## src/rtl/result_requant_my_if.sv

```systemverilog
// rtl/result_requant_my_if.sv - single-port BRAM bus between the requant stage and the shared result memory
interface result_requant_my_if;
   logic [31:0] BRAM_ADDR;
   logic [31:0] BRAM_WRDATA;
   logic [3:0]  BRAM_WE;
   logic [31:0] BRAM_RDDATA;

   modport master (
      output BRAM_ADDR,
      output BRAM_WRDATA,
      output BRAM_WE,
      input  BRAM_RDDATA
   );

   modport slave (
      input  BRAM_ADDR,
      input  BRAM_WRDATA,
      input  BRAM_WE,
      output BRAM_RDDATA
   );
endinterface

```

## src/rtl/result_requant_my.sv

```systemverilog
// rtl/result_requant_my.sv - reads int32 PE results, requantizes to int8 (round shift, ReLU, saturate), packs 4 per word
module result_requant_my #(
   parameter int H_SIZE   = 6,
   parameter int RD_LAT   = 2,
   parameter int IN_BASE  = 0,
   parameter int OUT_BASE = 256
) (
   input  logic                 S_AXI_ACLK,
   input  logic                 S_AXI_ARESETN,
   input  logic                 start,
   input  logic [4:0]           shift,
   input  logic                 relu_en,
   output logic                 busy,
   output logic                 done,
   result_requant_my_if.master  bram
);

   localparam int MW = (H_SIZE > 2) ? H_SIZE - 2 : 1;
   localparam logic [MW-1:0] M_LAST = MW'((1 << (H_SIZE - 2)) - 1);
   localparam int WW = (RD_LAT > 1) ? $clog2(RD_LAT) : 1;
   localparam logic [WW-1:0] W_LAST = WW'(RD_LAT - 1);

   typedef enum logic [2:0] {S_IDLE, S_RD, S_WAIT, S_WR, S_DONE} state_t;

   state_t            state_q, state_d;
   logic [MW-1:0]     m_q, m_d;
   logic [1:0]        k_q, k_d;
   logic [1:0]        cap_k_q, cap_k_d;
   logic [WW-1:0]     wcnt_q, wcnt_d;
   logic [4:0]        shift_q, shift_d;
   logic              relu_q, relu_d;
   logic [RD_LAT-1:0] rd_pipe_q, rd_pipe_d;
   logic [31:0]       lanes_q, lanes_d;
   logic              issue;

   // 33-bit math keeps x + bias exact at x = 0x7FFFFFFF.
   function automatic logic [7:0] requant(input logic [31:0] x, input logic [4:0] sh, input logic relu);
      logic signed [32:0] xe;
      logic signed [32:0] b;
      logic signed [32:0] y;
      logic signed [32:0] one;
      one = 33'sd1;
      xe  = {x[31], x};
      b   = (sh == 5'd0) ? 33'sd0 : (one <<< (sh - 5'd1));
      y   = (xe + b) >>> sh;
      if (relu && y[32]) begin
         y = 33'sd0;
      end
      if (y > 33'sd127) begin
         y = 33'sd127;
      end else if (y < -33'sd128) begin
         y = -33'sd128;
      end
      return y[7:0];
   endfunction

   always_comb begin
      state_d   = state_q;
      m_d       = m_q;
      k_d       = k_q;
      cap_k_d   = cap_k_q;
      wcnt_d    = wcnt_q;
      shift_d   = shift_q;
      relu_d    = relu_q;
      lanes_d   = lanes_q;
      issue     = 1'b0;

      case (state_q)
         S_IDLE: begin
            if (start) begin
               state_d = S_RD;
               shift_d = shift;
               relu_d  = relu_en;
               m_d     = '0;
               k_d     = 2'd0;
            end
         end
         S_RD: begin
            issue = 1'b1;
            k_d   = k_q + 2'd1;
            if (k_q == 2'd3) begin
               state_d = S_WAIT;
               wcnt_d  = '0;
            end
         end
         S_WAIT: begin
            if (wcnt_q == W_LAST) begin
               state_d = S_WR;
            end else begin
               wcnt_d = wcnt_q + 1'b1;
            end
         end
         S_WR: begin
            if (m_q == M_LAST) begin
               state_d = S_DONE;
            end else begin
               m_d     = m_q + 1'b1;
               state_d = S_RD;
            end
         end
         S_DONE: begin
            state_d = S_IDLE;
         end
         default: begin
            state_d = S_IDLE;
         end
      endcase

      // Reads return in issue order, so a wrapping lane counter tags each capture.
      rd_pipe_d = RD_LAT'({rd_pipe_q, issue});
      if (rd_pipe_q[RD_LAT-1]) begin
         lanes_d[{cap_k_q, 3'b000} +: 8] = requant(bram.BRAM_RDDATA, shift_q, relu_q);
         cap_k_d = cap_k_q + 2'd1;
      end
   end

   always_comb begin
      busy             = 1'b0;
      done             = 1'b0;
      bram.BRAM_ADDR   = 32'd0;
      bram.BRAM_WRDATA = 32'd0;
      bram.BRAM_WE     = 4'h0;
      case (state_q)
         S_RD: begin
            busy           = 1'b1;
            bram.BRAM_ADDR = 32'(IN_BASE) + (32'({m_q, k_q}) << 2);
         end
         S_WAIT: begin
            busy           = 1'b1;
            bram.BRAM_ADDR = 32'(IN_BASE) + (32'({m_q, 2'b11}) << 2);
         end
         S_WR: begin
            busy             = 1'b1;
            bram.BRAM_ADDR   = 32'(OUT_BASE) + (32'(m_q) << 2);
            bram.BRAM_WRDATA = lanes_q;
            bram.BRAM_WE     = 4'hF;
         end
         S_DONE: begin
            done = 1'b1;
         end
         default: begin
         end
      endcase
   end

   always_ff @(posedge S_AXI_ACLK or negedge S_AXI_ARESETN) begin
      if (!S_AXI_ARESETN) begin
         state_q   <= S_IDLE;
         m_q       <= '0;
         k_q       <= 2'd0;
         cap_k_q   <= 2'd0;
         wcnt_q    <= '0;
         shift_q   <= 5'd0;
         relu_q    <= 1'b0;
         rd_pipe_q <= '0;
         lanes_q   <= 32'd0;
      end else begin
         state_q   <= state_d;
         m_q       <= m_d;
         k_q       <= k_d;
         cap_k_q   <= cap_k_d;
         wcnt_q    <= wcnt_d;
         shift_q   <= shift_d;
         relu_q    <= relu_d;
         rd_pipe_q <= rd_pipe_d;
         lanes_q   <= lanes_d;
      end
   end

endmodule
```

## src/flat_wrapper.sv

```systemverilog
// flat-port wrapper written by rule: the top's interface ports become plain ports
module result_requant_my_flat 
#(
   parameter int H_SIZE   = 6,
   parameter int RD_LAT   = 2,
   parameter int IN_BASE  = 0,
   parameter int OUT_BASE = 256
)
  (S_AXI_ACLK, S_AXI_ARESETN, start, shift, relu_en, busy, done, bram_BRAM_ADDR, bram_BRAM_WRDATA, bram_BRAM_WE, bram_BRAM_RDDATA);
  result_requant_my_if bram_i ();
  input  logic S_AXI_ACLK;
  input  logic S_AXI_ARESETN;
  input  logic start;
  input  logic [4:0] shift;
  input  logic relu_en;
  output logic busy;
  output logic done;
  output wire logic [$bits(bram_i.BRAM_ADDR)-1:0] bram_BRAM_ADDR;
  output wire logic [$bits(bram_i.BRAM_WRDATA)-1:0] bram_BRAM_WRDATA;
  output wire logic [$bits(bram_i.BRAM_WE)-1:0] bram_BRAM_WE;
  input wire logic [$bits(bram_i.BRAM_RDDATA)-1:0] bram_BRAM_RDDATA;
  assign bram_BRAM_ADDR = bram_i.BRAM_ADDR;
  assign bram_BRAM_WRDATA = bram_i.BRAM_WRDATA;
  assign bram_BRAM_WE = bram_i.BRAM_WE;
  assign bram_i.BRAM_RDDATA = bram_BRAM_RDDATA;
  result_requant_my #(.H_SIZE(H_SIZE), .RD_LAT(RD_LAT), .IN_BASE(IN_BASE), .OUT_BASE(OUT_BASE)) u_core (.S_AXI_ACLK(S_AXI_ACLK), .S_AXI_ARESETN(S_AXI_ARESETN), .start(start), .shift(shift), .relu_en(relu_en), .busy(busy), .done(done), .bram(bram_i));
endmodule
```

## config.mk

```make
export PLATFORM = sky130hd
export DESIGN_NAME = result_requant_my_flat
export DESIGN_NICKNAME = d
export VERILOG_FILES = /design/src/rtl/result_requant_my_if.sv /design/src/rtl/result_requant_my.sv /design/src/flat_wrapper.sv
export SDC_FILE = /design/constraint.sdc
export NUM_CORES = 1
export LEC_CHECK = 0
export ABC_AREA = 1
export BUFFER_PORTS_ARGS = -buffer_cell sky130_fd_sc_hd__buf_4
export CAP_MARGIN = 0
export CORE_MARGIN = 8
export CORE_UTILIZATION = 55
export CTS_CLUSTER_DIAMETER = 80
export DETAILED_ROUTE_END_ITERATION = 6
export PLACE_DENSITY = 0.86
export SKIP_CTS_REPAIR_TIMING = 1
export SLEW_MARGIN = 20
export SYNTH_ARGS = -nofsm -noshare
export SYNTH_HDL_FRONTEND = slang
export SYNTH_SLANG_ARGS = --single-unit
```

## constraint.sdc

```tcl
create_clock -name S_AXI_ACLK -period 11.8 [get_ports S_AXI_ACLK]
set_input_delay 1.18 -clock S_AXI_ACLK [delete_from_list [all_inputs] [get_ports S_AXI_ACLK]]
set_output_delay 1.18 -clock S_AXI_ACLK [all_outputs]
set_load 0.01 [all_outputs]
```

* After elaboration in Yosys (flattened, before gate mapping) *
Index checks and enable logic that the tools add are counted.

word-level totals
  register bits after elaboration = 52
  latch bits = 0
  bits in writable memories = 0
  ROM bits = 0
  input bits = 41
  memories = 0

operators by class
  add/subtract/negate cells = 8
  multipliers = 0
  divide/modulo/power cells = 0
  order comparisons = 2
  eq/ne operators = 10
  shifts and indexed selects = 4
  muxes and demuxes = 26
  bitwise logic cells = 0
  reduce and logical (&&, ||, !) cells = 12

operators by type and width
  kind                                                          number
  2-to-1 mux 33 bit                                             3
  case mux 32 bit (3 select lines)                              1
  adder 32 x 33 -> 33 bit                                       1
  > comparator 33 x 8 -> 1 bit (second input constant)          1
  less-than comparator 33 x 8 -> 1 bit (second input constant)  1
  <<< shifter 2 x 5 -> 33 bit (first input constant)            1
  >>> shifter 33 x 5 -> 33 bit                                  1
  bitwise mux 32 bit                                            1
  2-to-1 mux 32 bit                                             1
  variable shift 8 x 7 -> 32 bit (first input constant)         1
  indexed part select 8 x 7 -> 32 bit                           1
  2-to-1 mux 8 bit                                              3
  2-to-1 mux 3 bit                                              4
  2-to-1 mux 4 bit                                              3
  case mux 3 bit (4 select lines)                               1
  adder 9 x 6 -> 10 bit (first input constant)                  1
  case mux 4 bit (2 select lines)                               1
  negation 5 -> 7 bit                                           1
  equality test 3 x 2 -> 1 bit (second input constant)          2
  AND reduction 2 bit                                           3
  AND reduction 3 bit                                           2
  nonzero test 2 bit                                            3
  zero test 5 bit                                               1
  2-to-1 mux 1 bit                                              5
  other kinds (16)                                              19

* Longest topological paths before layout *
Gate-level depths: netlist (run 1).

  depth in word-level cells = 14
  mapped depth = 41
  mapped depth without buffers = 40

* Least setup slack after synthesis (run 1) *
No wires, ideal clock.

  path type = flip-flop to flip-flop
  start point = reg u_core.shift_q[2]
  end point = reg u_core.lanes_q[17]
  library setup time = 0.129 ns
  arrival time = 4.129 ns
  path slack = 7.542 ns
  cell stages (with the launch flop) = 40
  path buffers = 3
  period minus slack after synthesis = 4.258 ns
  cell sequence = dfrtp_1 > clkbuf_1 > clkbuf_1 > nor2_1 > nand2_1 > nand2_1 > nand2_1 > inv_1 > nand2_1 > inv_1 > ha_1 > inv_1 > fa_1 > inv_1 > nand2_1 > nand2_1 > nand3_1 > nand2_1 > (+4 left out) > nand2_2 > nand2_4 > inv_2 > nor2_2 > inv_2 > buf_4 > nand2_1 > nand2_1 > nand3_1 > nand2_1 > inv_1 > nand2_1 > nor2_1 > nand3_1 > nand3_4 > nand2_2 > nand2_1 > o21ai_1

between the ends
  word-level cells in the longest chain between the ends = 14
  elaborated cells on any way between the ends = 16
  those cells by class = add/sub: 2; order compare: 2; shift: 3; mux: 7; reduce/logical: 2

ends and longest elaborated chain
  element                                RTL line                  text
  start: declaration                     result_requant_my.sv:30   logic [4:0] shift_q, shift_d;
  start signal: assignment               result_requant_my.sv:163  shift_q <= shift_d;
  subtractor 5 x 1 -> 5 bit              result_requant_my.sv:44   b = (sh == 5'd0) ? 33'sd0 : (one <<< (sh - 5'd1));
  <<< shifter 2 x 5 -> 33 bit            result_requant_my.sv:44
  2-to-1 mux 33 bit                      result_requant_my.sv:44
  adder 32 x 33 -> 33 bit                result_requant_my.sv:45   y = (xe + b) >>> sh;
  >>> shifter 33 x 5 -> 33 bit *         result_requant_my.sv:45
  logical AND 1 bit                      result_requant_my.sv:46   if (relu && y[32]) begin
  2-to-1 mux 33 bit *                    result_requant_my.sv:46
  2-to-1 mux 33 bit *                    result_requant_my.sv:111  if (rd_pipe_q[RD_LAT-1]) begin
  less-than comparator 33 x 8 -> 1 bit   result_requant_my.sv:51   end else if (y < -33'sd128) begin
  2-to-1 mux 8 bit                       result_requant_my.sv:51
  2-to-1 mux 8 bit *                     result_requant_my.sv:49   if (y > 33'sd127) begin
  2-to-1 mux 8 bit *                     result_requant_my.sv:111
  indexed part select 8 x 7 -> 32 bit *  result_requant_my.sv:112  lanes_d[{cap_k_q, 3'b000} +: 8] = requant(bram.BRAM_RDDATA, shift_q, relu_q);
  bitwise mux 32 bit *                   result_requant_my.sv:112
  end signal: assignment                 result_requant_my.sv:166  lanes_q <= lanes_d;
  end: declaration                       result_requant_my.sv:33   logic [31:0] lanes_q, lanes_d;

Every way passes the cells marked *; elsewhere a longest branch is shown, timed or not. The select of a mux whose other input is x is not followed.
A chain may end at the register's enable or synchronous reset.

* Worst setup path in the final report (run 1) *
  start point = reg u_core.shift_q[3]
  end point = reg u_core.lanes_q[21]

Same word-level chain as after synthesis.

==> reports/results.ini, run 1 <==
[setup_path]
arrival_ns=5.60
critPathMaxFanout=42
critPathLaunchType=flip-flop
cpMaxStageDelayCell=inv_2
crit_path_end_kind=flip-flop
crit_path_frequent_cell=nand2_1
max_stage_delay_ns=0.51
crit_required_ns=11.96
worstSetupPathType=flip-flop to flip-flop

[logic_synthesis]
synth_area_leaders=nand2_1 (22%), nand3_1 (20%), dfrtp_1 (16%)
synth_largest_area_cell=nand2_1
avgSynthCellArea_um2=5.31
synth.distinct_cells=40
netlist_instances=1530
syn_area_um2=8120
ys_warn_count=0
ys_seq_area_frac=0.160
netlist.area_leader.share=0.225
ys_ff_latch=52

[cts]
cts_buffers=5
clkTransAtPathRegs_ns=0.06
cts_tree=yes
htree_levels=2
cts-root-buf=clkbuf_16
clkLatencyLatePin_ns=0.29
cts.path.max_buffers=2
numClockSinks=52

[detailed_routing]
firstDrtPassIters=6
wl_per_cell_um=15.4
vias=9784
drc=0
ant_nets=0
post_drt_via_cell_ratio=5.56
routed_wl_um=27100
drtIter0Drc=1210

[floorplanning]
core_um2=14500
die_w_um=138
die-area_um2=18900
rows=44
die_h_um=138
initial_core_util=0.561
ios=111

[timing]
hold_violations=0
maxSlewViolCount=0
finalSetupViolations=0
period_share=0.461
period_minus_slack_ns=5.45
max_freq_mhz=184
rsz0062_at_grt=no
skew_ns=0.00294
tns_ns=0
worstMarginPinSlew_ns=1.01
max-slew-margin-rel=0.320

[layout]
final_cell_mix=nand2_1 (486), nand3_1 (322), inv_1 (239), nor2_1 (142), buf_4 (94)
fin_nets=1657
design_area_um2=8850
final_common_cell=nand2_1
final.fill_count=1525
drive_gt1_frac=0.0914
n_antenna_cell=0
syn_to_final_growth_pct=8.96
instances_no_fill=1759

[run_status]
outcome=complete, no violations

[power_and_ir_drop]
p_total_mw=0.443
power.leakage_nw=5.31
vdd_drop_max_mv=0.0566
p_per_area_nw_per_um2=50.0

[placement]
io_buffer_count=85
gp_congestion=0.990
dp_hpwl_um=21900
dp_cells=1754
dpl_cell_area_um2=8730

[global_route]
grt_pass1_wl_um=43600
grt_overflow=0
grt_use_total=0.285
grt_pass1_vias=8890
grt_max_degree=53
antenna_found_initial=0

[run]
maxCapViolCount=0

[min_path]
hp-class=flip-flop to flip-flop

## path summary, 6_finish.rpt
path / to / depth (start not counted) / slack (ns) / start
min in group asynchronous: u_core.lanes_q[23] / 1 / 0.92 / S_AXI_ARESETN
max in group asynchronous: u_core.shift_q[1] / 1 / 10.44 / S_AXI_ARESETN
hold / removal: u_core.rd_pipe_q[1] / 0 / 0.37 / u_core.rd_pipe_q[0]
setup / recovery: u_core.lanes_q[21] / 35 / 6.35 / u_core.shift_q[3]
hold reg to reg: u_core.rd_pipe_q[1] / 0 / 0.37 / u_core.rd_pipe_q[0]
setup reg to reg: u_core.lanes_q[21] / 35 / 6.35 / u_core.shift_q[3]
## area by class of cell
type	count	area, um2	share of cell area
tap	184	230	0.0260
clock buffer	5	125	0.0141
inverter	248	931	0.105
multi-input combinational	1176	5560	0.628
timing repair buffer	94	706	0.0797
sequential	52	1300	0.147
## metal layers
| layer | global-route usage | vias to the layer above | share of wire |
|---|---|---|---|
| met3 | 0.0536 | 42 | 0.10 |
| li1 | - | 4907 | - |
| met5 | 0 | - | 0 |
| met2 | 0.447 | 473 | 0.45 |
| met4 | 0.0616 | 0 | 0.018 |
| met1 | 0.396 | 4362 | 0.44 |
## synth_stat cells (all sizes together)
cell	count
dfrtp	52
a21oi	35
o32ai	2
buf	55
nor3	12
nand2	504
a211oi	1
conb	1
clkinv	3
inv	245
nand3	327
a31oi	3
o211ai	1
fa	1
and2	3
or2	1
ha	38
o221ai	1
o21bai	1
nor4	3
nand4	27
o22ai	2
xor2	2
nor2	148
o31ai	1
o21ai	37
clkbuf	24
## through the flow
step / worst slack [ns] / hold slack (ns) / utilization
after floorplan: 7.54 / 0.331 / -
after detailed placement: 6.52 / 0.336 / 0.603
after global routing: 5.78 / 0.379 / 0.611
after global placement: 6.61 / 0.334 / 0.603
final: 6.35 / 0.367 / 0.611
after CTS: 6.44 / 0.364 / 0.611
## power breakdown
part	switching (mW)	leakage, nW	internal (mW)	total (mW)
Combinational	0.0823	4.74	0.0418	0.124
Sequential	0.00212	0.508	0.182	0.184
Clock	0.0600	0.0616	0.0751	0.135
Total	0.144	5.31	0.298	0.443
## flip-flops by register name (all words and copies together) (netlist names)
name	flops
u_core.relu_q	1
u_core.k_q	2
u_core.lanes_q	32
u_core.cap_k_q	2
u_core.shift_q	5
u_core.m_q	4
u_core.wcnt_q	1
u_core.rd_pipe_q	2
u_core.state_q	3
## critical path: cells and delay by family (launching register included)
family	cells	cell delay [ns]
compound gates	2	0.34
flops	1	0.36
buf+inv	6	1.15
fa+ha+maj	2	0.61
simple gates	25	2.85
## kinds of logic (layout without fill, tap and decap cells)
group | after synthesis | count (layout) | share of synthesized area
XOR/XNOR | 2 | 2 | 0.00216
adder cells (fa/ha/maj) | 39 | 39 | 0.0610
AO/OA/AOI/OAI | 84 | 84 | 0.0588
buffers and inverters | 327 | 347 | 0.167
flip-flops | 52 | 52 | 0.160
other | 1 | 26 | 0.000462
AND/OR/NAND/NOR | 1025 | 1025 | 0.550
Power figures use the tool's default switching activity.
==> run 2, diff against run 1 <==
Settings changed: CORE_UTILIZATION 55 to 54, PLACE_DENSITY 0.86 to 0.88.
Clock period 11.8 ns to 4.8 ns, I/O delays scaled along.
==> run 2 against run 1 <==
Clock power increased to 3.1 times the previous value. Register-to-register slack lost 6.2 ns. Combinational power rose to 2.7 times the previous value. Global-route usage shrank 1.2 points. Sequential cell count did not move. Non-clock buffer count up 14. Critical endpoint is now u_core.lanes_q[19]. Largest cell class unchanged.
==> reports/results.ini, run 2 (synthesized netlist as in run 1, its figures left out) <==
[setup_path]
worstSetupPathType=flip-flop to flip-flop
rrSetupSlack_ns=0.19
cpMaxStageDelayCell=dfrtp_1
crit_path_end_kind=flip-flop
arrival_ns=4.82
max_stage_delay_ns=0.40
critical_path_depth=29
cpLargestDelayFamily=simple AND/OR/NAND/NOR gates
crit_required_ns=5.01
critPathMaxFanout=22
r2r_cells=29
critPathBufInv=4
critPathLaunchType=flip-flop

[placement]
dp_hpwl_um=21600
gp_congestion=1.06
io_buffer_count=85
dp_cells=1764
dpl_worst_slack_ns=0.0563

[power_and_ir_drop]
p_clk_frac=0.351
seq_power_share=0.374
p_int_mw=0.820
p_switching_mw=0.386
power.leakage_nw=5.48
p_comb_frac=0.275
vdd_drop_max_mv=0.168
sw_frac_of_total=0.320
p_per_area_nw_per_um2=129

[layout]
syn_to_final_growth_pct=14.8
final_cell_mix=nand2_1 (473), nand3_1 (314), inv_1 (235), nor2_1 (131), buf_4 (101)
n_antenna_cell=0
final.fill_count=1506
instances_no_fill=1780
reg_top3=u_core.lanes_q (32), u_core.shift_q (5), u_core.m_q (4)
largest_reg_flops=32
drive_gt1_frac=0.133
largest_register=u_core.lanes_q
final_common_cell=nand2_1
fin_nets=1671

[floorplanning]
die_h_um=139
ios=111
initial_core_util=0.542
die_w_um=139
core_um2=15000
die-area_um2=19200
rows=45

[cts]
cts_tree=yes
cts_buffers=5
clkLatencyLatePin_ns=0.29
cts-root-buf=clkbuf_16
cts.path.max_buffers=2
htree_levels=2
numClockSinks=52
clkTransAtPathRegs_ns=0.07

[run]
maxCapViolCount=0

[detailed_routing]
routed_wl_um=27500
firstDrtPassIters=6
drc=0
vias=10100
ant_nets=0
drtIter0Drc=1218
post_drt_via_cell_ratio=5.69
wl_per_cell_um=15.4

[timing]
max_freq_mhz=217
hold_violations=0
period_minus_slack_ns=4.61
max-slew-margin-rel=0.312
maxSlewViolCount=0
rsz0062_at_grt=yes
tns_ns=0
fin_ws_ns=0.188
skew_ns=0.0117
worstMarginPinSlew_ns=1.02
period_share=0.961
finalSetupViolations=0

[min_path]
hp-class=input port to async pin

[run_status]
outcome=complete, no violations

[global_route]
grt_pass1_wl_um=44000
antenna_found_initial=0
grt_pass1_vias=9054
grt_overflow=0
grt_max_degree=53
grt_use_total=0.273

==> run 2: cell count changes in the layout (fill, tap and decap cells not counted), moves of 5 or more <==
| cell | change |
|---|---|
| a21oi_1 | -5 |
| a21oi_2 | +5 |
| buf_4 | +7 |
| nand2_1 | -13 |
| nand2_4 | +9 |
| nand3_1 | -8 |
| nand3_2 | +8 |
| nor2_1 | -11 |
| nor2_2 | +8 |
==> run 2: worst paths after layout <==
| kind | end | start |
|---|---|---|
| max in group asynchronous | u_core.shift_q[1] | S_AXI_ARESETN |
| setup reg to reg | u_core.lanes_q[19] | u_core.shift_q[0] |
| setup / recovery | u_core.lanes_q[19] | u_core.shift_q[0] |
| min in group S_AXI_ACLK | u_core.rd_pipe_q[1] | u_core.rd_pipe_q[0] |
| hold / removal | u_core.lanes_q[21] | S_AXI_ARESETN |
| hold reg to reg | u_core.rd_pipe_q[1] | u_core.rd_pipe_q[0] |
==> run 2: final cells by class <==
class / count / area (um2) / area share
multi-input combinational: 1176 / 5770 / 0.619
sequential: 52 / 1300 / 0.140
inverter: 248 / 937 / 0.100
timing repair buffer: 108 / 900 / 0.0965
tap: 188 / 235 / 0.0252
clock buffer: 6 / 139 / 0.0149
clock inverter: 2 / 38.8 / 0.00416
==> run 2: power by group through the flow <==
stage / clock, mW / sequential (mW) / combinational, mW
2_1_floorplan: 0 / 0.457 / 0.227
3_3_place_gp: 0 / 0.459 / 0.297
3_5_place_dp: 0 / 0.459 / 0.302
4_1_cts: 0.427 / 0.451 / 0.303
5_1_grt: 0.445 / 0.451 / 0.369
6_report: 0.424 / 0.451 / 0.332
==> run 2: per-stage QoR <==
stage                     utilization  hold WS (ns)  total power, mW  instance area [um2]
after floorplan                     -         0.184            0.684                 8220
after global placement          0.586         0.332            0.756                 8780
after detailed placement        0.586         0.336            0.761                 8780
after CTS                       0.598         0.238             1.18                 8950
after global routing            0.623         0.257             1.27                 9330
final                           0.623         0.212             1.21                 9330
==> run 2: per-layer routing <==
layer | global-route usage | routed length, um | vias up
li1 | - | - | 4937
met1 | 0.359 | 11400 | 4540
met2 | 0.437 | 12300 | 560
met3 | 0.0513 | 2850 | 86
met4 | 0.0953 | 972 | 0
met5 | 0 | 0 | -
